--- src/rtl/core_exec_pkg.sv ---
// Shared slot-field layout, aging function and saturating counter helper
// for the CORE execution emulator.
package core_exec_pkg;

    localparam int SLOT_W   = 42;
    localparam int RUN_BIT  = 41;
    localparam int CRIT_BIT = 40;
    localparam int ID_HI    = 39;
    localparam int ID_LO    = 32;
    localparam int DL_HI    = 31;
    localparam int DL_LO    = 16;
    localparam int EX_HI    = 15;
    localparam int EX_LO    = 0;

    typedef struct packed {
        logic [SLOT_W-1:0] slot;
        logic              retire;
        logic              late;
    } age_t;

    // One tick of aging; decrements only happen on operands >= 2, so no wrap.
    function automatic age_t age_slot(input logic [SLOT_W-1:0] s);
        age_t        r;
        logic [15:0] e;
        logic [15:0] d;
        e        = s[EX_HI:EX_LO];
        d        = s[DL_HI:DL_LO];
        r.slot   = s;
        r.retire = 1'b0;
        r.late   = 1'b0;
        if (s[RUN_BIT] == 1'b0) begin
            r.slot = s;
        end else if ((e <= 16'd1) || (d <= 16'd1)) begin
            r.slot[RUN_BIT]     = 1'b0;
            r.slot[DL_HI:DL_LO] = 16'd0;
            r.slot[EX_HI:EX_LO] = 16'd0;
            r.retire            = 1'b1;
            r.late              = (d == 16'd0) || (e > 16'd1);
        end else begin
            r.slot[DL_HI:DL_LO] = d - 16'd1;
            r.slot[EX_HI:EX_LO] = e - 16'd1;
        end
        return r;
    endfunction

    function automatic logic [15:0] sat_add16(input logic [15:0] a, input logic [15:0] b);
        logic [16:0] s;
        s = {1'b0, a} + {1'b0, b};
        if (s[16]) begin
            return 16'hFFFF;
        end else begin
            return s[15:0];
        end
    endfunction

endpackage

--- src/rtl/core_executor_arbiter.sv ---
// Round-robin first-one picker: lowest set pend bit at or above the pointer,
// wrapping modulo N (N is a power of two).
module completion_arbiter #(
    parameter int N  = 16,
    parameter int PW = $clog2(N)
) (
    input  logic [N-1:0]  i_pend,
    input  logic [PW-1:0] i_rr_ptr,
    output logic [PW-1:0] o_sel,
    output logic          o_any
);

    // Rotating scan from the pointer; first hit wins.
    always_comb begin
        logic [PW-1:0] idx;
        logic          found;
        o_sel = '0;
        found = 1'b0;
        idx   = '0;
        for (int i = 0; i < N; i++) begin
            idx = i_rr_ptr + PW'(i);
            if (!found && i_pend[idx]) begin
                o_sel = idx;
                found = 1'b1;
            end else begin
                found = found;
            end
        end
        o_any = |i_pend;
    end

endmodule

--- src/rtl/core_executor.sv ---
// Emulates CORE execution: periodic subtract tick, per-slot aging/retirement,
// and a round-robin completion event port with miss/drop statistics.
module core_executor
    import core_exec_pkg::*;
#(
    parameter int W        = SLOT_W,
    parameter int CORE     = 16,
    parameter int TICK_DIV = 16,
    parameter int CW       = $clog2(CORE),
    parameter int TW       = $clog2(TICK_DIV)
) (
    input  logic              clk,
    input  logic              rst,
    input  logic              i_en,
    input  logic [W*CORE-1:0] i_slots_in,
    output logic [W*CORE-1:0] o_slots_out,
    output logic              o_tick,
    output logic              o_done_valid,
    input  logic              i_done_ready,
    output logic [CW-1:0]     o_done_core,
    output logic [7:0]        o_done_id,
    output logic              o_done_late,
    output logic [15:0]       o_miss_count,
    output logic [15:0]       o_drop_count
);

    logic [TW-1:0]   r_cnt;
    logic            r_tick;
    logic [CORE-1:0] r_pend;
    logic [7:0]      r_id [CORE];
    logic [CORE-1:0] r_late;
    logic [CW-1:0]   r_rr;
    logic [15:0]     r_miss;
    logic [15:0]     r_drop;

    age_t            w_age [CORE];
    logic [CORE-1:0] w_ret;
    logic [CORE-1:0] w_late;
    logic [CORE-1:0] w_store;
    logic [CORE-1:0] w_clr;
    logic [15:0]     w_miss_inc;
    logic [15:0]     w_drop_inc;
    logic [CW-1:0]   w_sel;
    logic            w_any;
    logic            w_accept;

    completion_arbiter #(.N(CORE), .PW(CW)) u_arb (
        .i_pend   (r_pend),
        .i_rr_ptr (r_rr),
        .o_sel    (w_sel),
        .o_any    (w_any)
    );

    assign w_accept     = w_any && i_done_ready;
    assign o_tick       = r_tick;
    assign o_done_valid = w_any;
    assign o_done_core  = w_sel;
    assign o_done_id    = r_id[w_sel];
    assign o_done_late  = r_late[w_sel];
    assign o_miss_count = r_miss;
    assign o_drop_count = r_drop;

    // Aging of every slot and per-core capture/drop decisions for this edge.
    always_comb begin
        o_slots_out = '0;
        w_ret       = '0;
        w_late      = '0;
        w_store     = '0;
        w_clr       = '0;
        w_miss_inc  = 16'd0;
        w_drop_inc  = 16'd0;
        for (int c = 0; c < CORE; c++) begin
            w_age[c]               = age_slot(i_slots_in[W*c +: W]);
            o_slots_out[W*c +: W]  = w_age[c].slot;
            w_ret[c]               = w_age[c].retire;
            w_late[c]              = w_age[c].late;
            w_clr[c]               = w_accept && (w_sel == CW'(c));
            // An accept on the same core frees the entry, so the new capture lands.
            w_store[c]             = r_tick && w_ret[c] && (!r_pend[c] || w_clr[c]);
            w_miss_inc             = w_miss_inc + {15'd0, w_store[c] & w_late[c]};
            w_drop_inc             = w_drop_inc + {15'd0, r_tick & w_ret[c] & r_pend[c] & ~w_clr[c]};
        end
    end

    // Tick divider: strobe for one cycle after each wrap of the counter.
    always_ff @(posedge clk or posedge rst) begin
        if (rst) begin
            r_cnt  <= '0;
            r_tick <= 1'b0;
        end else if (i_en) begin
            if (r_cnt == TW'(TICK_DIV - 1)) begin
                r_cnt  <= '0;
                r_tick <= 1'b1;
            end else begin
                r_cnt  <= r_cnt + TW'(1);
                r_tick <= 1'b0;
            end
        end else begin
            r_tick <= 1'b0;
        end
    end

    // Pending event store, round-robin pointer and statistics counters.
    always_ff @(posedge clk or posedge rst) begin
        if (rst) begin
            r_pend <= '0;
            r_late <= '0;
            r_rr   <= '0;
            r_miss <= 16'd0;
            r_drop <= 16'd0;
            for (int c = 0; c < CORE; c++) begin
                r_id[c] <= 8'd0;
            end
        end else begin
            for (int c = 0; c < CORE; c++) begin
                if (w_store[c]) begin
                    r_pend[c] <= 1'b1;
                    r_id[c]   <= i_slots_in[W*c+ID_LO +: 8];
                    r_late[c] <= w_late[c];
                end else if (w_clr[c]) begin
                    r_pend[c] <= 1'b0;
                end else begin
                    r_pend[c] <= r_pend[c];
                end
            end
            if (w_accept) begin
                r_rr <= w_sel + CW'(1);
            end else begin
                r_rr <= r_rr;
            end
            r_miss <= sat_add16(r_miss, w_miss_inc);
            r_drop <= sat_add16(r_drop, w_drop_inc);
        end
    end

endmodule

--- config.mk ---
export PLATFORM = sky130hd
export DESIGN_NAME = core_executor
export DESIGN_NICKNAME = d
export VERILOG_FILES = /design/src/rtl/core_exec_pkg.sv /design/src/rtl/core_executor_arbiter.sv /design/src/rtl/core_executor.sv
export SDC_FILE = /design/constraint.sdc
export NUM_CORES = 1
export LEC_CHECK = 0
export CAP_MARGIN = 20
export CELL_PAD_IN_SITES_DETAIL_PLACEMENT = 1
export CELL_PAD_IN_SITES_GLOBAL_PLACEMENT = 1
export CORE_AREA = 2 2 538 540
export CTS_BUF_LIST = sky130_fd_sc_hd__clkbuf_8
export DETAILED_ROUTE_END_ITERATION = 6
export DIE_AREA = 0 0 540 542
export PLACE_DENSITY = 0.38
export SYNTH_ARGS = -nofsm -noshare
export SYNTH_HDL_FRONTEND = slang
export SYNTH_HIERARCHICAL = 1
export SYNTH_SLANG_ARGS = --single-unit
export TNS_END_PERCENT = 5
--- constraint.sdc ---
create_clock -name clk -period 10.86 [get_ports clk]
set_input_delay 3.258 -clock clk [delete_from_list [all_inputs] [get_ports clk]]
set_output_delay 3.258 -clock clk [all_outputs]
set_load 0.05 [all_outputs]
==> impl_results.md, run 1 <==
- Most used flip-flop cell after synthesis: sky130_fd_sc_hd__dfrtp_1
- Level count of the clock H-tree: 2
- Number of antenna violations at the first check in global routing: 92
- Die height: 542 µm
- Kind of launch point of the worst setup path: primary input
- CP most frequent cell: sky130_fd_sc_hd__clkdlybuf4s50_1
- Share of async-settable or async-resettable flops after synthesis: 100%
- Total Negative Setup Slacks: 0 ns
- Critical path launch point: i_slots_in[514]
- Clock sink total: 201
- DPL Wire Length: 221000 µm
- Final hold violations: 0
- Number of flops mapped to enable cells by yosys: 0
- Launching point of the worst reg2reg path: r_rr[1]
- Initial Util: 10.6%
- Net switching power: 1530 µW
- Max-capacitance violation count: 0
- Portion of the post-synthesis area used by sequential elements: 16.5%
- Post-detailed-route count of antenna-violating nets: 0
- Flip-flop and latch count after synthesis: 201
- Logic pwr share: 48.9%
- Most numerous cell types in the synthesized netlist: 672 x sky130_fd_sc_hd__buf_4, 603 x sky130_fd_sc_hd__nor2_1, 266 x sky130_fd_sc_hd__xnor2_1
- Average detailed-routed wire length per instance: 29.2 µm
- Proportion of layout cells with a drive suffix above 1: 15.5%
- Util after Layout: 15.8%
- Worst R2R Setup Slack: 0.65 ns
- Worst clock skew on the final layout: 0.0529 ns
- RSZ-0062 raised after global routing: false
- Net count, final: 5389
- CTS resizes: 0
- Number of top-level design ports: 1395
- Relative max-transition margin: 25.5%
- Post-layout min period: 10.41 ns
- Worst supply voltage drop on vdd: 54.4 µV
- CTS root buf: sky130_fd_sc_hd__clkbuf_8
- Critical path start-end classification: in -> out
- Critical-path maximum fanout: 7
- Clock Pin Slew Worst Setup and Hold Paths: 0.06 ns
- Pin count of the biggest net entering global routing: 122
- Synthesized net count: 4641
- Post-CTS Setup Repair Bufs: 0
- Clk_lat worst skew: 0.68 ns
- Clock buffer count from CTS: 46
- Slew Viols, Final: 0
- Setup-violating endpoint count in the final report: 0
- Data required time at the worst endpoint: 7.60 ns
- Cell at the slowest stage of the critical path: sky130_fd_sc_hd__clkdlybuf4s50_1
- Average size of a mapped cell: 7.94 µm²
- Vias per Instance: 3.70
- Ratio of final minimum period to clock period: 95.9%
- Overall fraction of global-route tracks in use: 16.2%
- Static leakage power: 0.0169 µW
- Slew @ Worst Pin: 1.12 ns
- Hold buffer count at cts: 0
- Clock Power Share: 28.6%
- Endpoint of the worst register-to-register path: o_miss_count[14]
- Cell type with the largest total area after synthesis: sky130_fd_sc_hd__buf_4
- Iteration-0 DRC Markers: 1232
- Count of mapped cells out of synthesis: 3845
- Most frequent cell after synthesis: sky130_fd_sc_hd__buf_4
- P per Cell Area: 75.3 nW/µm²
- Synthesized cell area: 30500 µm²
- Leftover overflow at the end of global routing: 0
- Total placed instance area: 44200 µm²
- Crit path to: o_slots_out[506]
- Longest Clk Path Bufs: 3
- Vias in the first global route: 33600
- Maximum clock frequency: 96.1 MHz
- Total Wirelength: 247000 µm
- Number of port buffers: 1362
- Std cell rows: 197
- Delay of the slowest cell on the worst path: 0.91 ns
- Placeable core area: 287000 µm²
- Total number of vias: 31200
- Fill count: 33900
- Total number of yosys warnings: 6
- Number of cells on the worst reg-to-reg path: 30
- Placer Congestion: 0.895
- Finished Cell Area: 45200 µm²
- Area share of the largest cell type after synthesis: 16.5%
- Yosys cell types: 83
- Horiz. Die Dim: 540 µm
- Internal power contribution: 1870 µW
- Die Outline Area: 293000 µm²
- Number of iterations in the first detailed-routing pass: 7
- Endpoint class of the critical path: output port
- Run status: finished, final reports clean
- Number of DRC violations after detailed routing: 0
- Wire length of the first global-routing pass: 322000 µm
- Switching part of the total: 45.0%
- Worst hold path class: reg -> reg
- Area overhead of the layout relative to synthesis: 48.2%
- Data arrival time of the worst path: 7.15 ns
- Cell chain of the critical path: clkdlybuf4s50_1 -> or4_1 -> or3_1 -> o22ai_2 -> a2bb2oi_1 -> o21ai_0 -> clkdlybuf4s50_1
- Fraction of power consumed by sequential logic: 22.5%
- CTS tree: yes
- Largest cells by area after synthesis: sky130_fd_sc_hd__buf_4 17%, sky130_fd_sc_hd__dfrtp_1 16%, sky130_fd_sc_hd__xnor2_1 7.6%
## through the flow
| step | hold slack [ns] | worst slack [ns] | std cells | total power, µW |
|---|---|---|---|---|
| after detailed placement | 0.465 | 0.0798 | 8326 | 2470 |
| after floorplan | 0.444 | 0.221 | 3845 | 1790 |
| after CTS | 0.479 | 0.303 | 8407 | 3500 |
| final | 0.474 | 0.451 | 8430 | 3410 |
| after global routing | 0.487 | 0.0348 | 8413 | 3580 |
| after global placement | 0.459 | 0.196 | 8326 | 2470 |
## critical path: cells and delay by family
kind | cells | cell delay, ns
AOI/OAI and AO/OA | 3 | 1.33
and+or+nand+nor | 2 | 1.15
buffers and inverters | 2 | 1.38
## how the worst min path moves through the flow
stage / startpoint / end / slack [ns] / depth (start not counted)
floorplan: r_late[7] / r_late[7] / 0.44 / 1
global placement: r_late[7] / r_late[7] / 0.46 / 1
detailed placement: r_late[7] / r_late[7] / 0.46 / 1
CTS: r_late[7] / r_late[7] / 0.48 / 1
global route: r_late[7] / r_late[7] / 0.49 / 1
finish: r_late[7] / r_late[7] / 0.47 / 1
## registers in the layout, indices dropped and copies added (netlist names)
name and count:
r_cnt 4, o_tick 1, r_late 16, r_id 128, r_pend 16, r_rr 4
o_miss_count 16, o_drop_count 16
## power by group through the flow
stage / clock network [µW] / logic (µW) / registers (µW)
floorplan: 0 / 1020 / 778
global placement: 0 / 1690 / 778
detailed placement: 0 / 1690 / 778
CTS: 1040 / 1700 / 765
global route: 1060 / 1750 / 766
finish: 976 / 1660 / 765
## metal layers
| layer | vias to the layer above | GRT usage, % | share of wire [%] |
|---|---|---|---|
| met3 | 253 | 6.82 | 9.6 |
| met4 | 56 | 3.74 | 2.5 |
| met5 | - | 0 | 0.15 |
| met1 | 15600 | 17.8 | 39 |
| met2 | 1146 | 28.7 | 49 |
| li1 | 14200 | - | - |
## cell type report
class | count | area [µm²] | area share [%]
multi-input combinational | 2689 | 19500 | 43.2
timing repair buffer | 1492 | 14300 | 31.6
sequential | 201 | 5030 | 11.1
tap | 3781 | 4730 | 10.5
clock buffer | 57 | 785 | 1.73
inverter | 163 | 619 | 1.37
clock inverter | 24 | 196 | 0.434
antenna | 23 | 57.6 | 0.127
## cells by family (layout without fill, tap and decap cells)
family	count (synthesis)	count (layout)	synth area share, %
flops	201	201	16.5
mux	266	266	12.6
xor+xnor	425	425	12.2
buf+inv	955	1736	20.1
fa+ha+maj	120	120	5.51
compound gates	352	352	7.93
other cells	0	23	0
simple gates	1526	1526	25.2
## cell usage in the layout, fill, tap and decap left out, types with 30 or more instances in the layout
cell,synthesis,routed
sky130_fd_sc_hd__a21oi_1,67,57
sky130_fd_sc_hd__buf_4,672,325
sky130_fd_sc_hd__clkbuf_8,0,57
sky130_fd_sc_hd__clkdlybuf4s50_1,0,1151
sky130_fd_sc_hd__dfrtp_1,201,200
sky130_fd_sc_hd__ha_1,96,96
sky130_fd_sc_hd__inv_1,160,170
sky130_fd_sc_hd__mux2_2,146,146
sky130_fd_sc_hd__mux2i_1,42,42
sky130_fd_sc_hd__mux4_2,69,69
sky130_fd_sc_hd__nand2_1,200,200
sky130_fd_sc_hd__nand2b_1,34,33
sky130_fd_sc_hd__nand3_1,83,82
sky130_fd_sc_hd__nand4_1,30,30
sky130_fd_sc_hd__nor2_1,603,600
sky130_fd_sc_hd__nor3_1,141,141
sky130_fd_sc_hd__nor4_1,102,100
sky130_fd_sc_hd__o21ai_0,61,61
sky130_fd_sc_hd__o22ai_1,34,33
sky130_fd_sc_hd__or3_1,61,61
sky130_fd_sc_hd__or4_1,70,70
sky130_fd_sc_hd__xnor2_1,266,266
sky130_fd_sc_hd__xor2_1,159,159
Note: power is estimated with default switching activity, not from simulation.
==> run 2, diff against run 1 <==
--- a/config.mk
+++ b/config.mk
@@ -10,6 +10,7 @@
 export CELL_PAD_IN_SITES_GLOBAL_PLACEMENT = 1
 export CORE_AREA = 2 2 538 540
 export CTS_BUF_LIST = sky130_fd_sc_hd__clkbuf_8
+export CTS_CLUSTER_SIZE = 14
 export DETAILED_ROUTE_END_ITERATION = 6
 export DIE_AREA = 0 0 540 542
 export PLACE_DENSITY = 0.38
==> impl_results.md, run 2 (synthesis gave the netlist of run 1 again) <==
- Total Negative Setup Slacks: 0 ns (unchanged)
- Worst hold path class: reg -> reg (unchanged)
- Critical path start-end classification: in -> out (unchanged)
- Hold buffer count at cts: 0 (unchanged)
- Delay-heaviest family, CP: compound AO/OA/AOI/OAI gates (was buffers and inverters)
- Post-layout min period: 10.52 ns (was 10.41 ns)
- Setup-violating endpoint count in the final report: 0 (unchanged)
- CP most frequent cell: sky130_fd_sc_hd__clkdlybuf4s50_1 (unchanged)
- Data arrival time of the worst path: 7.26 ns (was 7.15 ns)
- Initial Util: 10.6% (unchanged)
- Final Instance Count excl. Fillers: 8431 (was 8430)
- Number of port buffers: 1362 (unchanged)
- Fill count: 33900 (about the same)
- Die Outline Area: 293000 µm² (unchanged)
- Commonest cells after routing, fill and taps aside: 1151 x sky130_fd_sc_hd__clkdlybuf4s50_1, 600 x sky130_fd_sc_hd__nor2_1, 325 x sky130_fd_sc_hd__buf_4, 266 x sky130_fd_sc_hd__xnor2_1 (unchanged)
- Relative max-transition margin: 25.8% (was 25.5%)
- Worst clock skew on the final layout: 0.0504 ns (was 0.0529 ns)
- Final setup slack of the worst path: 0.342 ns (was 0.451 ns)
- Number of iterations in the first detailed-routing pass: 5 (was 7)
- CTS tree: yes (unchanged)
- Run status: finished, final reports clean (unchanged)
- Wire length of the first global-routing pass: 322000 µm (unchanged)
- DPL Wire Length: 221000 µm (unchanged)
- P per Cell Area: 75.3 nW/µm² (about the same)
- Biggest register: r_id (unchanged)
- Clk_lat worst skew: 0.68 ns (about the same)
- Leftover overflow at the end of global routing: 0 (unchanged)
- Proportion of layout cells with a drive suffix above 1: 15.5% (unchanged)
- Clock sink total: 201 (unchanged)
- Placed Instances: 8326 (unchanged)
- Vias per Instance: 3.70 (about the same)
- Worst-case setup slack after placement: 0.0798 ns (unchanged)
- Number of DRC violations after detailed routing: 0 (unchanged)
- Static leakage power: 0.0169 µW (unchanged)
- Clock Pin Slew Worst Setup and Hold Paths: 0.06 ns (about the same)
- Area overhead of the layout relative to synthesis: 48.2% (about the same)
- Vias in the first global route: 33600 (unchanged)
- Worst supply voltage drop on vdd: 54.2 µV (was 54.4 µV)
- Horiz. Die Dim: 540 µm (unchanged)
- Post-CTS Setup Repair Bufs: 0 (unchanged)
- Std cell rows: 197 (unchanged)
- Total Wirelength: 247000 µm (about the same)
- Final hold violations: 0 (unchanged)
- Crit path buf inv count: 2 (unchanged)
- Number of top-level design ports: 1395 (unchanged)
- Design Power: 3400 µW (was 3410 µW)
- Delay of the slowest cell on the worst path: 0.91 ns (about the same)
- Critical-path maximum fanout: 7 (unchanged)
- Total placed instance area: 44200 µm² (unchanged)
- Average detailed-routed wire length per instance: 29.2 µm (about the same)
- Placer Congestion: 0.895 (unchanged)
- Iteration-0 DRC Markers: 1273 (was 1232)
- Most common library cell in the layout ignoring fill and taps: sky130_fd_sc_hd__clkdlybuf4s50_1 (unchanged)
- Data required time at the worst endpoint: 7.60 ns (about the same)
- Die height: 542 µm (unchanged)
- Number of flip-flops in the largest register: 128 (unchanged)
- Net count, final: 5389 (unchanged)
- Slew @ Worst Pin: 1.11 ns (was 1.12 ns)
- Maximum clock frequency: 95.1 MHz (was 96.1 MHz)
- Max-capacitance violation count: 0 (unchanged)
- CTS resizes: 0 (unchanged)
- Longest Clk Path Bufs: 3 (unchanged)
- Ratio of final minimum period to clock period: 96.8% (was 95.9%)
- Finished Cell Area: 45200 µm² (about the same)
- Overall fraction of global-route tracks in use: 16.2% (unchanged)
- Post-detailed-route count of antenna-violating nets: 0 (unchanged)
- Slew Viols, Final: 0 (unchanged)
- Pin count of the biggest net entering global routing: 122 (unchanged)
- Clock buffer count from CTS: 46 (unchanged)
- CTS root buf: sky130_fd_sc_hd__clkbuf_8 (unchanged)
- Kind of launch point of the worst setup path: primary input (unchanged)
- Total number of vias: 31200 (about the same)
- Number of antenna violations at the first check in global routing: 92 (unchanged)
- Cell chain of the critical path: clkdlybuf4s50_1 -> nor4_1 -> o2111ai_1 -> o22ai_2 -> a2bb2oi_1 -> o21ai_0 -> clkdlybuf4s50_1 (was clkdlybuf4s50_1 -> or4_1 -> or3_1 -> o22ai_2 -> a2bb2oi_1 -> o21ai_0 -> clkdlybuf4s50_1)
- RSZ-0062 raised after global routing: false (unchanged)
- Cell at the slowest stage of the critical path: sky130_fd_sc_hd__clkdlybuf4s50_1 (unchanged)
- Endpoint class of the critical path: output port (unchanged)
- Placeable core area: 287000 µm² (unchanged)
- Level count of the clock H-tree: 2 (unchanged)
## run 2: area by class of cell
type / count / area (µm²) / share of cell area, %
Antenna cell: 24 / 60.1 / 0.133
Clock buffer: 57 / 785 / 1.73
Clock inverter: 24 / 196 / 0.434
Inverter: 163 / 619 / 1.37
Multi-Input combinational cell: 2689 / 19500 / 43.2
Sequential cell: 201 / 5030 / 11.1
Tap cell: 3781 / 4730 / 10.5
Timing Repair Buffer: 1492 / 14300 / 31.6
## run 2: per-layer routing
layer | track usage (%) | up-vias | share of wire (%)
met4 | 3.74 | 54 | 2.5
met3 | 6.82 | 243 | 9.5
li1 | - | 14200 | -
met2 | 28.7 | 1126 | 49
met1 | 17.8 | 15600 | 39
met5 | 0 | - | 0.14
## run 2: worst reg2reg max path, delay by kind of cell (launching register included)
family	cells	cell delay (ns)
and+or+nand+nor	7	1.94
muxes	2	0.94
DFF	1	0.56
AOI/OAI and AO/OA	9	2.85
buffers and inverters	5	0.34
adders and majority gates	7	3.52
## run 2: stage by stage
stage | hold WS, ns | util, %
final | 0.474 | 15.8
after global routing | 0.487 | 15.8
after CTS | 0.479 | 15.7
after detailed placement | 0.465 | 15.4
after global placement | 0.459 | 15.4
after floorplan | 0.444 | -
## run 2: report_power, final
group	switching [µW]	total, µW	internal, µW
combinational	1090	1660	573
clock	432	976	544
sequential	7.79	765	758
## run 2: worst paths after layout
kind | startpoint | slack, ns | cells after the start | end
max | i_slots_in[509] | 0.34 | 7 | o_slots_out[506]
max in group asynchronous | rst | 6.43 | 3 | r_late[15]
min reg2reg | r_late[7] | 0.47 | 1 | r_late[7]
min | r_late[7] | 0.47 | 1 | r_late[7]
max reg2reg | r_rr[1] | 0.65 | 30 | o_miss_count[13]
min in group asynchronous | rst | 3.03 | 2 | r_late[2]
==> run 3, diff against run 2 <==
--- a/config.mk
+++ b/config.mk
@@ -5,15 +5,16 @@
 export SDC_FILE = /design/constraint.sdc
 export NUM_CORES = 1
 export LEC_CHECK = 0
+export ABC_AREA = 1
 export CAP_MARGIN = 20
 export CELL_PAD_IN_SITES_DETAIL_PLACEMENT = 1
 export CELL_PAD_IN_SITES_GLOBAL_PLACEMENT = 1
-export CORE_AREA = 2 2 538 540
+export CORE_AREA = 2 2 542 544
 export CTS_BUF_LIST = sky130_fd_sc_hd__clkbuf_8
 export CTS_CLUSTER_SIZE = 14
 export DETAILED_ROUTE_END_ITERATION = 6
-export DIE_AREA = 0 0 540 542
-export PLACE_DENSITY = 0.38
+export DIE_AREA = 0 0 544 546
+export PLACE_DENSITY = 0.41
 export SYNTH_ARGS = -nofsm -noshare
 export SYNTH_HDL_FRONTEND = slang
 export SYNTH_HIERARCHICAL = 1
==> constraint.sdc (replaced) <==
create_clock -name clk -period 11.1 [get_ports clk]
set_input_delay 3.33 -clock clk [delete_from_list [all_inputs] [get_ports clk]]
set_output_delay 3.33 -clock clk [all_outputs]
set_load 0.05 [all_outputs]
==> impl_results.md, run 3 <==
- Fraction of power consumed by sequential logic: 19.9% (was 22.5%)
- Logic pwr share: 55.3% (was 48.9%)
- CTS resizes: 0 (unchanged)
- Area share of the largest cell type after synthesis: 15.4% (was 16.5%)
- Share of async-settable or async-resettable flops after synthesis: 100% (unchanged)
- Setup-violating endpoint count in the final report: 0 (unchanged)
- Number of flip-flops in the largest register: 128 (unchanged)
- Slew @ Worst Pin: 1.05 ns (was 1.11 ns)
- Ratio of final minimum period to clock period: 94.4%
- Commonest cells after routing, fill and taps aside: 1345 x sky130_fd_sc_hd__clkdlybuf4s50_1, 1084 x sky130_fd_sc_hd__nand2_1, 1075 x sky130_fd_sc_hd__nor2_1, 533 x sky130_fd_sc_hd__inv_1, 349 x sky130_fd_sc_hd__nand3_1 (was 1151 x sky130_fd_sc_hd__clkdlybuf4s50_1, 600 x sky130_fd_sc_hd__nor2_1, 325 x sky130_fd_sc_hd__buf_4, 266 x sky130_fd_sc_hd__xnor2_1)
- Relative max-transition margin: 29.9% (was 25.8%)
- Share of synthesized area spent on multiplexers: 0.0889% (was 12.6%)
- Total Wirelength: 264000 µm (was 247000 µm)
- Critical-path maximum fanout: 20 (was 7)
- CTS tree: yes (unchanged)
- Fraction of the mapped netlist area in adder cells: 4.98% (was 5.51%)
- Overall fraction of global-route tracks in use: 17.1% (was 16.2%)
- Vias in the first global route: 40600 (was 33600)
- Fill count: 35700 (was 33900)
- Final setup slack of the worst path: 0.620 ns (was 0.342 ns)
- Count of mapped cells out of synthesis: 5508 (was 3845)
- Net switching power: 1860 µW (was 1530 µW)
- Number of top-level design ports: 1395 (unchanged)
- Final hold violations: 0 (unchanged)
- Endpoint class of the critical path: output port (unchanged)
- Clock Power Share: 24.7% (was 28.7%)
- Placeable core area: 292000 µm² (was 287000 µm²)
- Synthesized cell area: 33800 µm² (was 30500 µm²)
- Die Outline Area: 297000 µm² (was 293000 µm²)
- Net count, final: 6999 (was 5389)
- Slew Viols, Final: 0 (unchanged)
- Biggest register: r_id (unchanged)
- Number of iterations in the first detailed-routing pass: 7 (was 5)
- Iteration-0 DRC Markers: 1600 (was 1273)
- Most numerous cell types in the synthesized netlist: 1085 x sky130_fd_sc_hd__nand2_1, 1075 x sky130_fd_sc_hd__nor2_1, 692 x sky130_fd_sc_hd__buf_4 (was 672 x sky130_fd_sc_hd__buf_4, 603 x sky130_fd_sc_hd__nor2_1, 266 x sky130_fd_sc_hd__xnor2_1)
- Portion of the post-synthesis area used by sequential elements: 14.9% (was 16.5%)
- Finished Cell Area: 48200 µm² (was 45200 µm²)
- Clk_lat worst skew: 0.67 ns (was 0.68 ns)
- Worst clock skew on the final layout: 0.0458 ns (was 0.0504 ns)
- Placer Congestion: 0.907 (was 0.895)
- Vias per Instance: 3.75 (was 3.70)
- Total Negative Setup Slacks: 0 ns (unchanged)
- Static leakage power: 0.0201 µW (was 0.0169 µW)
- CTS root buf: sky130_fd_sc_hd__clkbuf_8 (unchanged)
- Data arrival time of the worst path: 7.15 ns (was 7.26 ns)
- Average detailed-routed wire length per instance: 25.9 µm (was 29.2 µm)
- Wire length of the first global-routing pass: 353000 µm (was 322000 µm)
- Share of the synthesized netlist area taken by xor and xnor gates: 8.61% (was 12.2%)
- Yosys cell types: 61 (was 83)
- Post-layout min period: 10.48 ns
- Number of antenna violations at the first check in global routing: 83 (was 92)
- Combinational family with the most area after synthesis: simple AND/OR/NAND/NOR gates (unchanged)
- RSZ-0062 raised after global routing: false (unchanged)
- Run status: finished, final reports clean (unchanged)
- Maximum clock frequency: 95.4 MHz
- Fraction of the mapped netlist area in compound gates: 8.31% (was 7.93%)
- Initial Util: 11.6% (was 10.6%)
- Simple logic cell fraction of the synthesized area: 40.1% (was 25.2%)
- Cell type with the largest total area after synthesis: sky130_fd_sc_hd__buf_4 (unchanged)
- Largest cells by area after synthesis: sky130_fd_sc_hd__buf_4 15%, sky130_fd_sc_hd__dfrtp_1 15%, sky130_fd_sc_hd__nand2_1 12% (was sky130_fd_sc_hd__buf_4 17%, sky130_fd_sc_hd__dfrtp_1 16%, sky130_fd_sc_hd__xnor2_1 7.6%)
- Longest Clk Path Bufs: 3 (unchanged)
- Average size of a mapped cell: 6.13 µm² (was 7.94 µm²)
- Std cell rows: 199 (was 197)
- Most frequent cell after synthesis: sky130_fd_sc_hd__nand2_1 (was sky130_fd_sc_hd__buf_4)
- Clock buffer count from CTS: 45 (was 46)
- Pin count of the biggest net entering global routing: 120 (was 122)
- Flip-flop and latch count after synthesis: 201 (unchanged)
- Level count of the clock H-tree: 2 (unchanged)
- Leftover overflow at the end of global routing: 0 (unchanged)
- DPL Wire Length: 236000 µm (was 221000 µm)
- Critical path start-end classification: in -> out (unchanged)
- Post-detailed-route count of antenna-violating nets: 0 (unchanged)
- Number of port buffers: 1362 (unchanged)
- Total number of vias: 38200 (was 31200)
- Post-CTS Setup Repair Bufs: 0 (unchanged)
- Clock sink total: 201 (unchanged)
- Most common library cell in the layout ignoring fill and taps: sky130_fd_sc_hd__clkdlybuf4s50_1 (unchanged)
- Worst hold path class: reg -> reg (unchanged)
- Kind of launch point of the worst setup path: primary input (unchanged)
- Hold buffer count at cts: 0 (unchanged)
- Total number of yosys warnings: 6 (unchanged)
- Die height: 546 µm (was 542 µm)
- Worst-case setup slack after placement: 0.415 ns (was 0.0798 ns)
- Most used flip-flop cell after synthesis: sky130_fd_sc_hd__dfrtp_1 (unchanged)
- Total placed instance area: 47200 µm² (was 44200 µm²)
- Switching part of the total: 49.6% (was 45.0%)
- Sequential cell area in the final layout: 5030 µm² (about the same)
- Data required time at the worst endpoint: 7.77 ns (was 7.60 ns)
- Proportion of layout cells with a drive suffix above 1: 7.42% (was 15.5%)
- Max-capacitance violation count: 0 (unchanged)
- Horiz. Die Dim: 544 µm (was 540 µm)
- Worst supply voltage drop on vdd: 70.2 µV (was 54.2 µV)
- Synthesized net count: 6304 (was 4641)
- Internal power contribution: 1890 µW (was 1870 µW)
- Area overhead of the layout relative to synthesis: 42.7% (was 48.2%)
- Number of DRC violations after detailed routing: 0 (unchanged)
- Footprint of the multi-input gates: 21000 µm² (was 19500 µm²)
- P per Cell Area: 78.0 nW/µm² (was 75.3 nW/µm²)
- Clock Pin Slew Worst Setup and Hold Paths: 0.06 ns (about the same)
- Number of flops mapped to enable cells by yosys: 0 (unchanged)
## run 3: area by class of cell
| type | instances | area share, % |
|---|---|---|
| inverter | 560 | 4.38 |
| clock inverter | 25 | 0.387 |
| clock buffer | 55 | 1.57 |
| multi-input combinational | 3964 | 43.5 |
| sequential | 201 | 10.4 |
| timing repair buffer | 1431 | 29.4 |
| tap | 3919 | 10.2 |
| antenna | 19 | 0.0987 |
## run 3: per-layer routing
layer	routed length [µm]	vias to the layer above	global-route usage, %
met5	156	-	0
met4	5090	24	3.13
met3	21800	223	5.81
met2	123000	1213	29.0
met1	114000	18500	21.0
li1	-	18200	-
## run 3: cells by family (layout without fill, tap and decap cells)
group | after synthesis | count (layout)
and+or+nand+nor | 3033 | 3033
buffers and inverters | 1343 | 2071
AOI/OAI and AO/OA | 480 | 480
xor gates and xnor gates | 328 | 328
DFF | 201 | 201
adders and majority gates | 120 | 120
muxes | 3 | 3
other | 0 | 19
## run 3: worst paths after layout
| path | from | to | slack, ns | depth (start not counted) |
|---|---|---|---|---|
| setup / recovery | i_slots_in[100] | o_slots_out[88] | 0.62 | 10 |
| hold / removal | r_id[49] | r_id[49] | 0.48 | 2 |
| setup reg to reg | r_rr[1] | o_miss_count[13] | 1.43 | 40 |
| hold reg to reg | r_id[49] | r_id[49] | 0.48 | 2 |
| max in group asynchronous | rst | r_id[7] | 6.59 | 3 |
| min in group asynchronous | rst | r_id[88] | 3.22 | 2 |
## run 3: worst max-delay path: stages
cell and delay, ns:
sky130_fd_sc_hd__clkdlybuf4s50_1 0.54, sky130_fd_sc_hd__inv_1 0.16, sky130_fd_sc_hd__ha_1 0.27, sky130_fd_sc_hd__or2_1 0.27, sky130_fd_sc_hd__nand3_1 0.17, sky130_fd_sc_hd__nand2_2 0.20
sky130_fd_sc_hd__nand2_2 0.36, sky130_fd_sc_hd__inv_1 0.48, sky130_fd_sc_hd__a21oi_1 0.43, sky130_fd_sc_hd__clkdlybuf4s50_1 0.90
## run 3: power by group through the flow
stage | Sequential [µW] | Combinational, µW | Clock [µW]
final | 749 | 2080 | 929
after global routing | 750 | 2210 | 1010
after CTS | 749 | 2120 | 985
after detailed placement | 762 | 2110 | 0
after global placement | 762 | 2110 | 0
after floorplan | 758 | 1250 | 0
## run 3: per-stage QoR
stage / cells / hold WS, ns / utilization, % / total power [µW]
6_report: 10200 / 0.479 / 16.5 / 3760
5_1_grt: 10200 / 0.503 / 16.5 / 3960
4_1_cts: 10200 / 0.480 / 16.5 / 3850
3_5_place_dp: 10100 / 0.463 / 16.2 / 2870
3_3_place_gp: 10100 / 0.459 / 16.1 / 2880
2_1_floorplan: 5508 / 0.444 / - / 2010
